--- src/rtl/pipe_hazard_ctrl_pkg.sv ---
// Shared types and constants for the pipeline hazard controller.
// Optional perf counters are enabled with `define PIPE_HAZARD_PERF_CNT_EN.
package pipe_hazard_ctrl_pkg;

   typedef enum logic [1:0] {
      IDLE = 2'd0,
      WAIT = 2'd1,
      ERR  = 2'd2
   } hz_state_t;

   localparam logic [1:0] RESULT_SRC_LOAD = 2'b01;

   localparam logic [1:0] FWD_RF = 2'b00;
   localparam logic [1:0] FWD_W  = 2'b01;
   localparam logic [1:0] FWD_M  = 2'b10;

endpackage

--- src/rtl/pipe_hazard_ctrl_if.sv ---
// Control bus between the pipeline datapath (master) and the hazard controller (slave).
// Handshake: MemReqM is held while a load/store sits in M; MemAckM completes it in that cycle.
interface pipe_hazard_ctrl_if;

   logic [4:0]  Rs1D, Rs2D;
   logic [4:0]  Rs1E, Rs2E, RdE;
   logic [1:0]  ResultSrcE;
   logic        PCSrcE;
   logic [4:0]  RdM, RdW;
   logic        RegWriteM, RegWriteW;
   logic        MemAccessM;
   logic        MemAckM;
   logic        MemReqM;
   logic        StallF, StallD, StallE, StallM;
   logic        FlushD, FlushE, FlushW;
   logic [1:0]  ForwardAE, ForwardBE;
   logic        MemErr;
   logic [31:0] StallCycles, FlushCount;

   modport master (
      output Rs1D, Rs2D, Rs1E, Rs2E, RdE, ResultSrcE, PCSrcE,
      output RdM, RdW, RegWriteM, RegWriteW, MemAccessM, MemAckM,
      input  MemReqM, StallF, StallD, StallE, StallM,
      input  FlushD, FlushE, FlushW, ForwardAE, ForwardBE,
      input  MemErr, StallCycles, FlushCount
   );

   modport slave (
      input  Rs1D, Rs2D, Rs1E, Rs2E, RdE, ResultSrcE, PCSrcE,
      input  RdM, RdW, RegWriteM, RegWriteW, MemAccessM, MemAckM,
      output MemReqM, StallF, StallD, StallE, StallM,
      output FlushD, FlushE, FlushW, ForwardAE, ForwardBE,
      output MemErr, StallCycles, FlushCount
   );

endinterface

--- src/rtl/pipe_fwd_unit.sv ---
// Single E-stage operand forwarding compare; the younger M result beats W.
module pipe_fwd_unit
   import pipe_hazard_ctrl_pkg::*;
(
   input  logic [4:0] rs_e,
   input  logic [4:0] rd_m,
   input  logic [4:0] rd_w,
   input  logic       reg_write_m,
   input  logic       reg_write_w,
   output logic [1:0] fwd
);

   always_comb begin
      fwd = FWD_RF;
      if (reg_write_m && (rd_m != 5'd0) && (rd_m == rs_e))
         fwd = FWD_M;
      else if (reg_write_w && (rd_w != 5'd0) && (rd_w == rs_e))
         fwd = FWD_W;
   end

endmodule

--- src/rtl/pipe_hazard_ctrl.sv ---
// Hazard/sequencing controller: stalls, flushes, forwarding and the M-stage memory FSM.
// `define PIPE_HAZARD_PERF_CNT_EN adds the StallCycles/FlushCount counters.
module pipe_hazard_ctrl
   import pipe_hazard_ctrl_pkg::*;
#(
   parameter int MEM_TIMEOUT = 16,
   parameter int CNT_W       = 8
) (
   input  logic             clk,
   input  logic             reset,
   pipe_hazard_ctrl_if.slave hz,
   output hz_state_t        dbg_state,
   output logic [CNT_W-1:0] dbg_cnt
);

   localparam logic [CNT_W-1:0] CNT_LAST = CNT_W'(MEM_TIMEOUT - 1);

   hz_state_t        state;
   logic [CNT_W-1:0] cnt;
   logic             mem_err;

   logic mem_req, mem_stall, lw_stall;
   logic req_o, stall_f, stall_d, stall_e, stall_m;
   logic flush_d, flush_e, flush_w;
   logic [1:0] fwd_a, fwd_b, fwd_a_o, fwd_b_o;

   pipe_fwd_unit u_fwd_a (
      .rs_e        (hz.Rs1E),
      .rd_m        (hz.RdM),
      .rd_w        (hz.RdW),
      .reg_write_m (hz.RegWriteM),
      .reg_write_w (hz.RegWriteW),
      .fwd         (fwd_a)
   );

   pipe_fwd_unit u_fwd_b (
      .rs_e        (hz.Rs2E),
      .rd_m        (hz.RdM),
      .rd_w        (hz.RdW),
      .reg_write_m (hz.RegWriteM),
      .reg_write_w (hz.RegWriteW),
      .fwd         (fwd_b)
   );

   assign mem_req   = hz.MemAccessM & (state != ERR);
   assign mem_stall = mem_req & ~hz.MemAckM;
   assign lw_stall  = (hz.ResultSrcE == RESULT_SRC_LOAD) & (hz.RdE != 5'd0) &
                      ((hz.Rs1D == hz.RdE) | (hz.Rs2D == hz.RdE));

   // Memory stall freezes everything; a pending branch/load-use re-evaluates after release.
   always_comb begin
      req_o   = 1'b0;
      stall_f = 1'b0;
      stall_d = 1'b0;
      stall_e = 1'b0;
      stall_m = 1'b0;
      flush_d = 1'b0;
      flush_e = 1'b0;
      flush_w = 1'b0;
      fwd_a_o = fwd_a;
      fwd_b_o = fwd_b;
      if (reset) begin
         flush_d = 1'b1;
         flush_e = 1'b1;
         flush_w = 1'b1;
         fwd_a_o = FWD_RF;
         fwd_b_o = FWD_RF;
      end else if (state == ERR || mem_stall) begin
         req_o   = mem_req;
         stall_f = 1'b1;
         stall_d = 1'b1;
         stall_e = 1'b1;
         stall_m = 1'b1;
         flush_w = 1'b1;
      end else begin
         req_o   = mem_req;
         stall_f = lw_stall;
         stall_d = lw_stall;
         flush_d = hz.PCSrcE;
         flush_e = hz.PCSrcE | lw_stall;
      end
   end

   // ERR is terminal: only reset leaves it.
   always_ff @(posedge clk) begin
      if (reset) begin
         state   <= IDLE;
         cnt     <= '0;
         mem_err <= 1'b0;
      end else begin
         case (state)
            IDLE: begin
               if (mem_stall) begin
                  state <= WAIT;
                  cnt   <= CNT_W'(1);
               end
            end
            WAIT: begin
               if (hz.MemAckM) begin
                  state <= IDLE;
                  cnt   <= '0;
               end else if (cnt == CNT_LAST) begin
                  state   <= ERR;
                  mem_err <= 1'b1;
               end else begin
                  cnt <= cnt + CNT_W'(1);
               end
            end
            ERR: begin
               state <= ERR;
            end
            default: begin
               state <= IDLE;
               cnt   <= '0;
            end
         endcase
      end
   end

`ifdef PIPE_HAZARD_PERF_CNT_EN
   logic [31:0] stall_cycles, flush_count;

   always_ff @(posedge clk) begin
      if (reset) begin
         stall_cycles <= '0;
         flush_count  <= '0;
      end else begin
         if (stall_f | stall_d | stall_e | stall_m)
            stall_cycles <= stall_cycles + 32'd1;
         if (flush_d | flush_e)
            flush_count <= flush_count + 32'd1;
      end
   end

   assign hz.StallCycles = stall_cycles;
   assign hz.FlushCount  = flush_count;
`else
   assign hz.StallCycles = '0;
   assign hz.FlushCount  = '0;
`endif

   assign hz.MemReqM   = req_o;
   assign hz.StallF    = stall_f;
   assign hz.StallD    = stall_d;
   assign hz.StallE    = stall_e;
   assign hz.StallM    = stall_m;
   assign hz.FlushD    = flush_d;
   assign hz.FlushE    = flush_e;
   assign hz.FlushW    = flush_w;
   assign hz.ForwardAE = fwd_a_o;
   assign hz.ForwardBE = fwd_b_o;
   assign hz.MemErr    = mem_err;

   assign dbg_state = state;
   assign dbg_cnt   = cnt;

endmodule

--- src/flat_wrapper.sv ---
// flat-port wrapper written by rule: the top's interface ports become plain ports
module pipe_hazard_ctrl_flat import pipe_hazard_ctrl_pkg::*;
#(
   parameter int MEM_TIMEOUT = 16,
   parameter int CNT_W       = 8
)
  (clk, reset, dbg_state, dbg_cnt, hz_Rs1D, hz_Rs2D, hz_Rs1E, hz_Rs2E, hz_RdE, hz_ResultSrcE, hz_PCSrcE, hz_RdM, hz_RdW, hz_RegWriteM, hz_RegWriteW, hz_MemAccessM, hz_MemAckM, hz_MemReqM, hz_StallF, hz_StallD, hz_StallE, hz_StallM, hz_FlushD, hz_FlushE, hz_FlushW, hz_ForwardAE, hz_ForwardBE, hz_MemErr, hz_StallCycles, hz_FlushCount);
  pipe_hazard_ctrl_if hz_i ();
  input  logic clk;
  input  logic reset;
  output hz_state_t dbg_state;
  output logic [CNT_W-1:0] dbg_cnt;
  input wire logic [$bits(hz_i.Rs1D)-1:0] hz_Rs1D;
  input wire logic [$bits(hz_i.Rs2D)-1:0] hz_Rs2D;
  input wire logic [$bits(hz_i.Rs1E)-1:0] hz_Rs1E;
  input wire logic [$bits(hz_i.Rs2E)-1:0] hz_Rs2E;
  input wire logic [$bits(hz_i.RdE)-1:0] hz_RdE;
  input wire logic [$bits(hz_i.ResultSrcE)-1:0] hz_ResultSrcE;
  input wire logic [$bits(hz_i.PCSrcE)-1:0] hz_PCSrcE;
  input wire logic [$bits(hz_i.RdM)-1:0] hz_RdM;
  input wire logic [$bits(hz_i.RdW)-1:0] hz_RdW;
  input wire logic [$bits(hz_i.RegWriteM)-1:0] hz_RegWriteM;
  input wire logic [$bits(hz_i.RegWriteW)-1:0] hz_RegWriteW;
  input wire logic [$bits(hz_i.MemAccessM)-1:0] hz_MemAccessM;
  input wire logic [$bits(hz_i.MemAckM)-1:0] hz_MemAckM;
  output wire logic [$bits(hz_i.MemReqM)-1:0] hz_MemReqM;
  output wire logic [$bits(hz_i.StallF)-1:0] hz_StallF;
  output wire logic [$bits(hz_i.StallD)-1:0] hz_StallD;
  output wire logic [$bits(hz_i.StallE)-1:0] hz_StallE;
  output wire logic [$bits(hz_i.StallM)-1:0] hz_StallM;
  output wire logic [$bits(hz_i.FlushD)-1:0] hz_FlushD;
  output wire logic [$bits(hz_i.FlushE)-1:0] hz_FlushE;
  output wire logic [$bits(hz_i.FlushW)-1:0] hz_FlushW;
  output wire logic [$bits(hz_i.ForwardAE)-1:0] hz_ForwardAE;
  output wire logic [$bits(hz_i.ForwardBE)-1:0] hz_ForwardBE;
  output wire logic [$bits(hz_i.MemErr)-1:0] hz_MemErr;
  output wire logic [$bits(hz_i.StallCycles)-1:0] hz_StallCycles;
  output wire logic [$bits(hz_i.FlushCount)-1:0] hz_FlushCount;
  assign hz_i.Rs1D = hz_Rs1D;
  assign hz_i.Rs2D = hz_Rs2D;
  assign hz_i.Rs1E = hz_Rs1E;
  assign hz_i.Rs2E = hz_Rs2E;
  assign hz_i.RdE = hz_RdE;
  assign hz_i.ResultSrcE = hz_ResultSrcE;
  assign hz_i.PCSrcE = hz_PCSrcE;
  assign hz_i.RdM = hz_RdM;
  assign hz_i.RdW = hz_RdW;
  assign hz_i.RegWriteM = hz_RegWriteM;
  assign hz_i.RegWriteW = hz_RegWriteW;
  assign hz_i.MemAccessM = hz_MemAccessM;
  assign hz_i.MemAckM = hz_MemAckM;
  assign hz_MemReqM = hz_i.MemReqM;
  assign hz_StallF = hz_i.StallF;
  assign hz_StallD = hz_i.StallD;
  assign hz_StallE = hz_i.StallE;
  assign hz_StallM = hz_i.StallM;
  assign hz_FlushD = hz_i.FlushD;
  assign hz_FlushE = hz_i.FlushE;
  assign hz_FlushW = hz_i.FlushW;
  assign hz_ForwardAE = hz_i.ForwardAE;
  assign hz_ForwardBE = hz_i.ForwardBE;
  assign hz_MemErr = hz_i.MemErr;
  assign hz_StallCycles = hz_i.StallCycles;
  assign hz_FlushCount = hz_i.FlushCount;
  pipe_hazard_ctrl #(.MEM_TIMEOUT(MEM_TIMEOUT), .CNT_W(CNT_W)) u_core (.clk(clk), .reset(reset), .hz(hz_i), .dbg_state(dbg_state), .dbg_cnt(dbg_cnt));
endmodule
--- config.mk ---
export PLATFORM = sky130hd
export DESIGN_NAME = pipe_hazard_ctrl_flat
export DESIGN_NICKNAME = d
export VERILOG_FILES = /design/src/rtl/pipe_hazard_ctrl_pkg.sv /design/src/rtl/pipe_hazard_ctrl_if.sv /design/src/rtl/pipe_fwd_unit.sv /design/src/rtl/pipe_hazard_ctrl.sv /design/src/flat_wrapper.sv
export SDC_FILE = /design/constraint.sdc
export NUM_CORES = 1
export LEC_CHECK = 0
export ABC_CLOCK_PERIOD_IN_PS = 2300
export CORE_ASPECT_RATIO = 0.6
export CORE_UTILIZATION = 60
export DETAILED_ROUTE_END_ITERATION = 8
export DONT_BUFFER_PORTS = 1
export PLACE_DENSITY = 0.79
export SKIP_CTS_REPAIR_TIMING = 1
export SYNTH_ARGS = -nofsm -noshare
export SYNTH_HDL_FRONTEND = slang
export SYNTH_SLANG_ARGS = --single-unit
--- constraint.sdc ---
create_clock -name clk -period 2.3 [get_ports clk]
set_input_delay 0 -clock clk [delete_from_list [all_inputs] [get_ports clk]]
set_output_delay 0 -clock clk [all_outputs]
set_load 0.01 [all_outputs]
* Word level (Yosys, flattened, before mapping)
Index checks and enable logic that the tools add are counted. Widths: inputs -> output; s select.
Word-level totals: bits in registers 11, bits of input ports 44, output and inout bits 87, word-level logic and storage cells 64
Operators by class: add/sub/neg operators 1, eq/ne operators 14, multiplexer cells 24, bitwise logic cells 8, reduce and logical (&&, ||, !) cells 14
Operators by type and width (number):
- $eq 5x5->1 | 6
- $mux 8 | 3
- $pmux 8 s3 | 1
- $reduce_bool 5->1 | 3
- $mux 2 | 7
- $mux 1 | 12
- $add 8x1->8 const B | 1
- $eq 8x4->1 const B | 1
- $logic_and 1x1->1 | 6
- $pmux 2 s3 | 1
- $reduce_and 3->1 | 2
- $and 1x1->1 | 4
- $eq 2x1->1 const B | 2
- $ne 3x2->1 const B | 1
- $ne 3x3->1 const B | 1
- $eq 2x2->1 const B | 1
- $logic_not 2->1 | 1
- $ne 2x1->1 const B | 1
- $ne 2x2->1 const B | 1
- $not 1->1 | 2
- $or 1x1->1 | 2
- $reduce_and 2->1 | 1
- $logic_or 1x1->1 | 1

* Depth between registers and ports, before layout
word-level depth 6, gate-level depth with buffers 6, depth with buffers taken out 5

* Modules after synthesis
From an unflattened synthesis, not the netlist that was laid out.
Unflattened totals: cells, all modules 207, area total of the unflattened synthesis 1647.8 um^2
Modules (own cells, without submodules):
- pipe_hazard_ctrl | instances 1, cells an instance 167, area an instance 1345.0 um^2, seq. area each 220.2 um^2
- pipe_fwd_unit | instances 2, cells an instance 20, area an instance 151.4 um^2, seq. area each 0.0 um^2

* Least setup slack after synthesis
No wires, ideal clock.
path type register -> register, from register u_core.state[0], in the netlist u_core.dbg_state[0], to register u_core.cnt[4], in the netlist u_core.dbg_cnt[4], library setup time 59 ps, arrival 1517 ps, required time 2241 ps, path slack 724 ps, stages on the path, launching flop included 6, buffers on the path 1, clock period less this slack 1576 ps, cells stage by stage dfxtp_1 > nor4b_2 > or3_1 > buf_2 > a2111o_1 > nand2_1
On the way: word-level cells in the longest chain between the ends 5, elaborated cells on any way between the ends 11, classes of those cells eq/ne: 5; mux: 1; bitwise: 3; reduce/logical: 2
RTL lines:
- start, declared | RTL line pipe_hazard_ctrl.sv:18 | hz_state_t state;
- start signal, assigned | RTL line pipe_hazard_ctrl.sv:87 | state <= IDLE;
- start signal, assigned | RTL line pipe_hazard_ctrl.sv:94 | state <= WAIT;
- start signal, assigned | RTL line pipe_hazard_ctrl.sv:100 | state <= IDLE;
- $ne 2x2->1 | RTL line pipe_hazard_ctrl.sv:45 | assign mem_req = hz.MemAccessM & (state != ERR);
- $and 1x1->1 | RTL line pipe_hazard_ctrl.sv:45
- $and 1x1->1 | RTL line pipe_hazard_ctrl.sv:46 | assign mem_stall = mem_req & ~hz.MemAckM;
- $ne 2x1->1 (no line)
- $reduce_and 3->1 (no line)
- end signal, assigned | RTL line pipe_hazard_ctrl.sv:106 | cnt <= cnt + CNT_W'(1);
- end, declared | RTL line pipe_hazard_ctrl.sv:19 | logic [CNT_W-1:0] cnt;
Several ways; a longest one is shown, not always the timed one. A chain may end at the register's enable or synchronous reset.

* Worst setup path in the final report
from register u_core.state[0], in the netlist u_core.dbg_state[0], to output port hz_FlushE
On the way: word-level cells in the longest chain between the ends 6, elaborated cells on any way between the ends 7, classes of those cells eq/ne: 2; mux: 2; bitwise: 2; reduce/logical: 1
RTL lines:
- $ne 2x2->1 | RTL line pipe_hazard_ctrl.sv:45
- $and 1x1->1 | RTL line pipe_hazard_ctrl.sv:45
- $and 1x1->1 | RTL line pipe_hazard_ctrl.sv:46
- $logic_or 1x1->1 (*) | RTL line pipe_hazard_ctrl.sv:68 | end else if (state == ERR || mem_stall) begin
- $mux 1 (*) | RTL line pipe_hazard_ctrl.sv:68
- $mux 1 (*) | RTL line pipe_hazard_ctrl.sv:62 | if (reset) begin
- end, declared | RTL line flat_wrapper.sv:32 | output wire logic [$bits(hz_i.FlushE)-1:0] hz_FlushE;
Mark *: on every way between the ends. The rest lies on a longest branch, timed or not.

==> summary.md <==
| Metric | Value |
|---|---|
| Status | `complete, but fails checks` |
| Violated checks | `negative hold slack` |
| Area delta synth->final | `-12.4%` |
| Worst-Skew Late Latency | `0.24 ns` |
| Seq/Total Area, Yosys | `13.9%` |
| Post-synth ARST share | `0%` |
| CP Launch Type | `flop` |
| Die area | `2850 um^2` |
| Crit share post-route | `81.8%` |
| Setup TNS | `0 ns` |
| Drc violations | `0` |
| CTS tree | `yes` |
| First-pass GRT wire length | `5060 um` |
| Synth area leader | `buf_4` |
| Syn_area_per_cell | `7.87 um^2` |
| Drt via density | `5.48` |
| Endpoint class of the critical path | `primary output` |
| First DRT Iteration DRCs | `120` |
| Worst-margin pin slew | `0.823 ns` |
| Post-layout minimum cycle time | `1.88 ns` |
| Die H | `41.8 um` |
| Routed wire length per instance | `14.4 um` |
| HP Class | `primary input to flop` |
| Initial antenna violation count | `0` |
| Hold Vio Cnt, Final | `2` |
| Ports | `131` |
| WP data arrival | `1.88 ns` |
| DP Worst Slack | `0.526 ns` |
| Port Buffer Count | `0` |
| Most frequent cells in the layout | `64 x conb_1, 18 x xor2_1, 13 x xnor2_1` |
| Post-Synthesis Cells | `201` |
| Root Buffer | `clkbuf_8` |
| RSZ-0062 raised after global routing | `no` |
| H-tree depth | `1` |
| P per Cell Area | `407 nW/um^2` |
| Final Instance Area | `1390 um^2` |
| Total Wirelength | `3300 um` |
| Area contributors post-synth | `buf_4 31%, dfxtp_1 14%, xor2_1 10%` |
| Placed instance count | `224` |
| Final core occ | `59.5%` |
| Routed vias | `1255` |
| Number of synthesized register bits | `11` |
| Max Clk Rate | `531 MHz` |
| Layout cells sized above 1 | `5.53%` |
| TritonRoute pass-1 iters | `4` |
| Critical path class | `flop to primary output` |
| Clock Sinks | `11` |
| GRT Util Overall | `23.6%` |
| Final Max Slew Viols | `0` |
| Post-synth top area share | `31.3%` |
| Final ANT Viol Nets | `0` |
| Detail Placement HPWL | `2760 um` |
| Crit path max fanout | `8` |
| Yosys warns | `0` |
| N_diodes | `0` |
| Leakage power | `0.594 nW` |
| Hold Path Cell Cnt | `3` |
| Via count of the first global-routing pass | `1083` |
| Worst Reg-to-Reg Cells | `4` |
| Relative slew slack | `44.9%` |
| Total CTS buffers | `3` |
| Core Rows | `13` |
| Non-filler cells, final | `229` |
| CTS Buffer Depth | `2` |
| DP Area | `1330 um^2` |
| Final setup viols | `0` |
| Most used DFF post-synth | `dfxtp_1` |
| Clk_skew | `0.00201 ns` |
| Clock-pin slew on the worst setup and hold paths | `0.05 ns` |
| Yosys cell types | `42` |
| Design Power | `0.564 mW` |
| Starting density of the core | `68.0%` |
| Req. time, crit path | `2.30 ns` |
| Largest net degree at the start of global routing | `16` |
| Final nets | `245` |
| Hold WS | `-0.00253 ns` |
| VDD IR max | `0.000225 V` |
| Final setup margin | `0.419 ns` |
| Gpl congestion | `0.876` |
| Die W | `68.3 um` |
| Max cap viols | `0` |
| Commonest non-fill, non-tap cell in the layout | `conb_1` |
| Grt ovf | `0` |
| CORE AREA | `2330 um^2` |
| EDFF count, synth | `0` |
| Mapped Area | `1580 um^2` |
-- routing by layer --
metal,track usage (%),wire [um],vias to the layer above
met5,0,0,-
met4,7.08,16,0
met3,11.0,442,5
met2,36.5,1580,96
met1,28.7,1260,588
li1,-,-,566
-- critical path: stages (launching register included) --
cell	delay [ns]
dfxtp_1	0.56
and2b_2	0.29
a21oi_1	0.36
a21o_1	0.24
o21bai_1	0.18
-- power by group --
part	leakage (nW)	switching [mW]	internal, mW
registers	0.0890	0.0102	0.195
clock network	0.0255	0.0811	0.120
logic	0.479	0.106	0.0524
-- cell usage after synthesis, drive strengths merged (5+ instances only) --
cell type,instances
a21oi,7
nand3,6
nand2,9
a2111o,5
nor3,9
nor2,11
dfxtp,11
xnor2,13
o21ai,5
xor2,18
or4,5
buf,69
-- kinds of logic (layout without fill, tap and decap cells) --
| family | count (synthesis) | count (layout) | synth area share [%] |
|---|---|---|---|
| buf+inv | 73 | 8 | 34.0 |
| simple gates | 56 | 56 | 20.1 |
| xor+xnor | 31 | 31 | 17.2 |
| compound gates | 28 | 28 | 13.8 |
| flops | 11 | 11 | 13.9 |
| fa+ha+maj | 1 | 1 | 0.791 |
| other cells | 1 | 64 | 0.237 |
-- worst paths after layout --
path	end	slack (ns)	from
max	hz_FlushE	0.42	u_core.dbg_state[0]$_SDFFE_PP0P_
min	u_core.dbg_cnt[7]$_SDFFE_PP0P_	-0.003	reset
max reg2reg	u_core.dbg_cnt[6]$_SDFFE_PP0P_	0.48	u_core.dbg_state[0]$_SDFFE_PP0P_
min reg2reg	u_core.hz.MemErr$_SDFFE_PP0N_	0.53	u_core.hz.MemErr$_SDFFE_PP0N_
-- layout make-up --
| cell class | count | area, um^2 |
|---|---|---|
| repair buffers | 1 | 10.0 |
| clock buffers | 3 | 41.3 |
| multi-input cells | 180 | 1060 |
| flip-flops and latches | 11 | 220 |
| clock inverters | 1 | 5.00 |
| inverters | 3 | 11.3 |
| well taps | 30 | 37.5 |
| fillers | 199 | 941 |
-- sequential cells by signal, summed over array words and instances (netlist names) --
register          cells
u_core.dbg_state      2
u_core.hz.MemErr      1
u_core.dbg_cnt        8
Note: power is estimated with default switching activity, not from simulation.
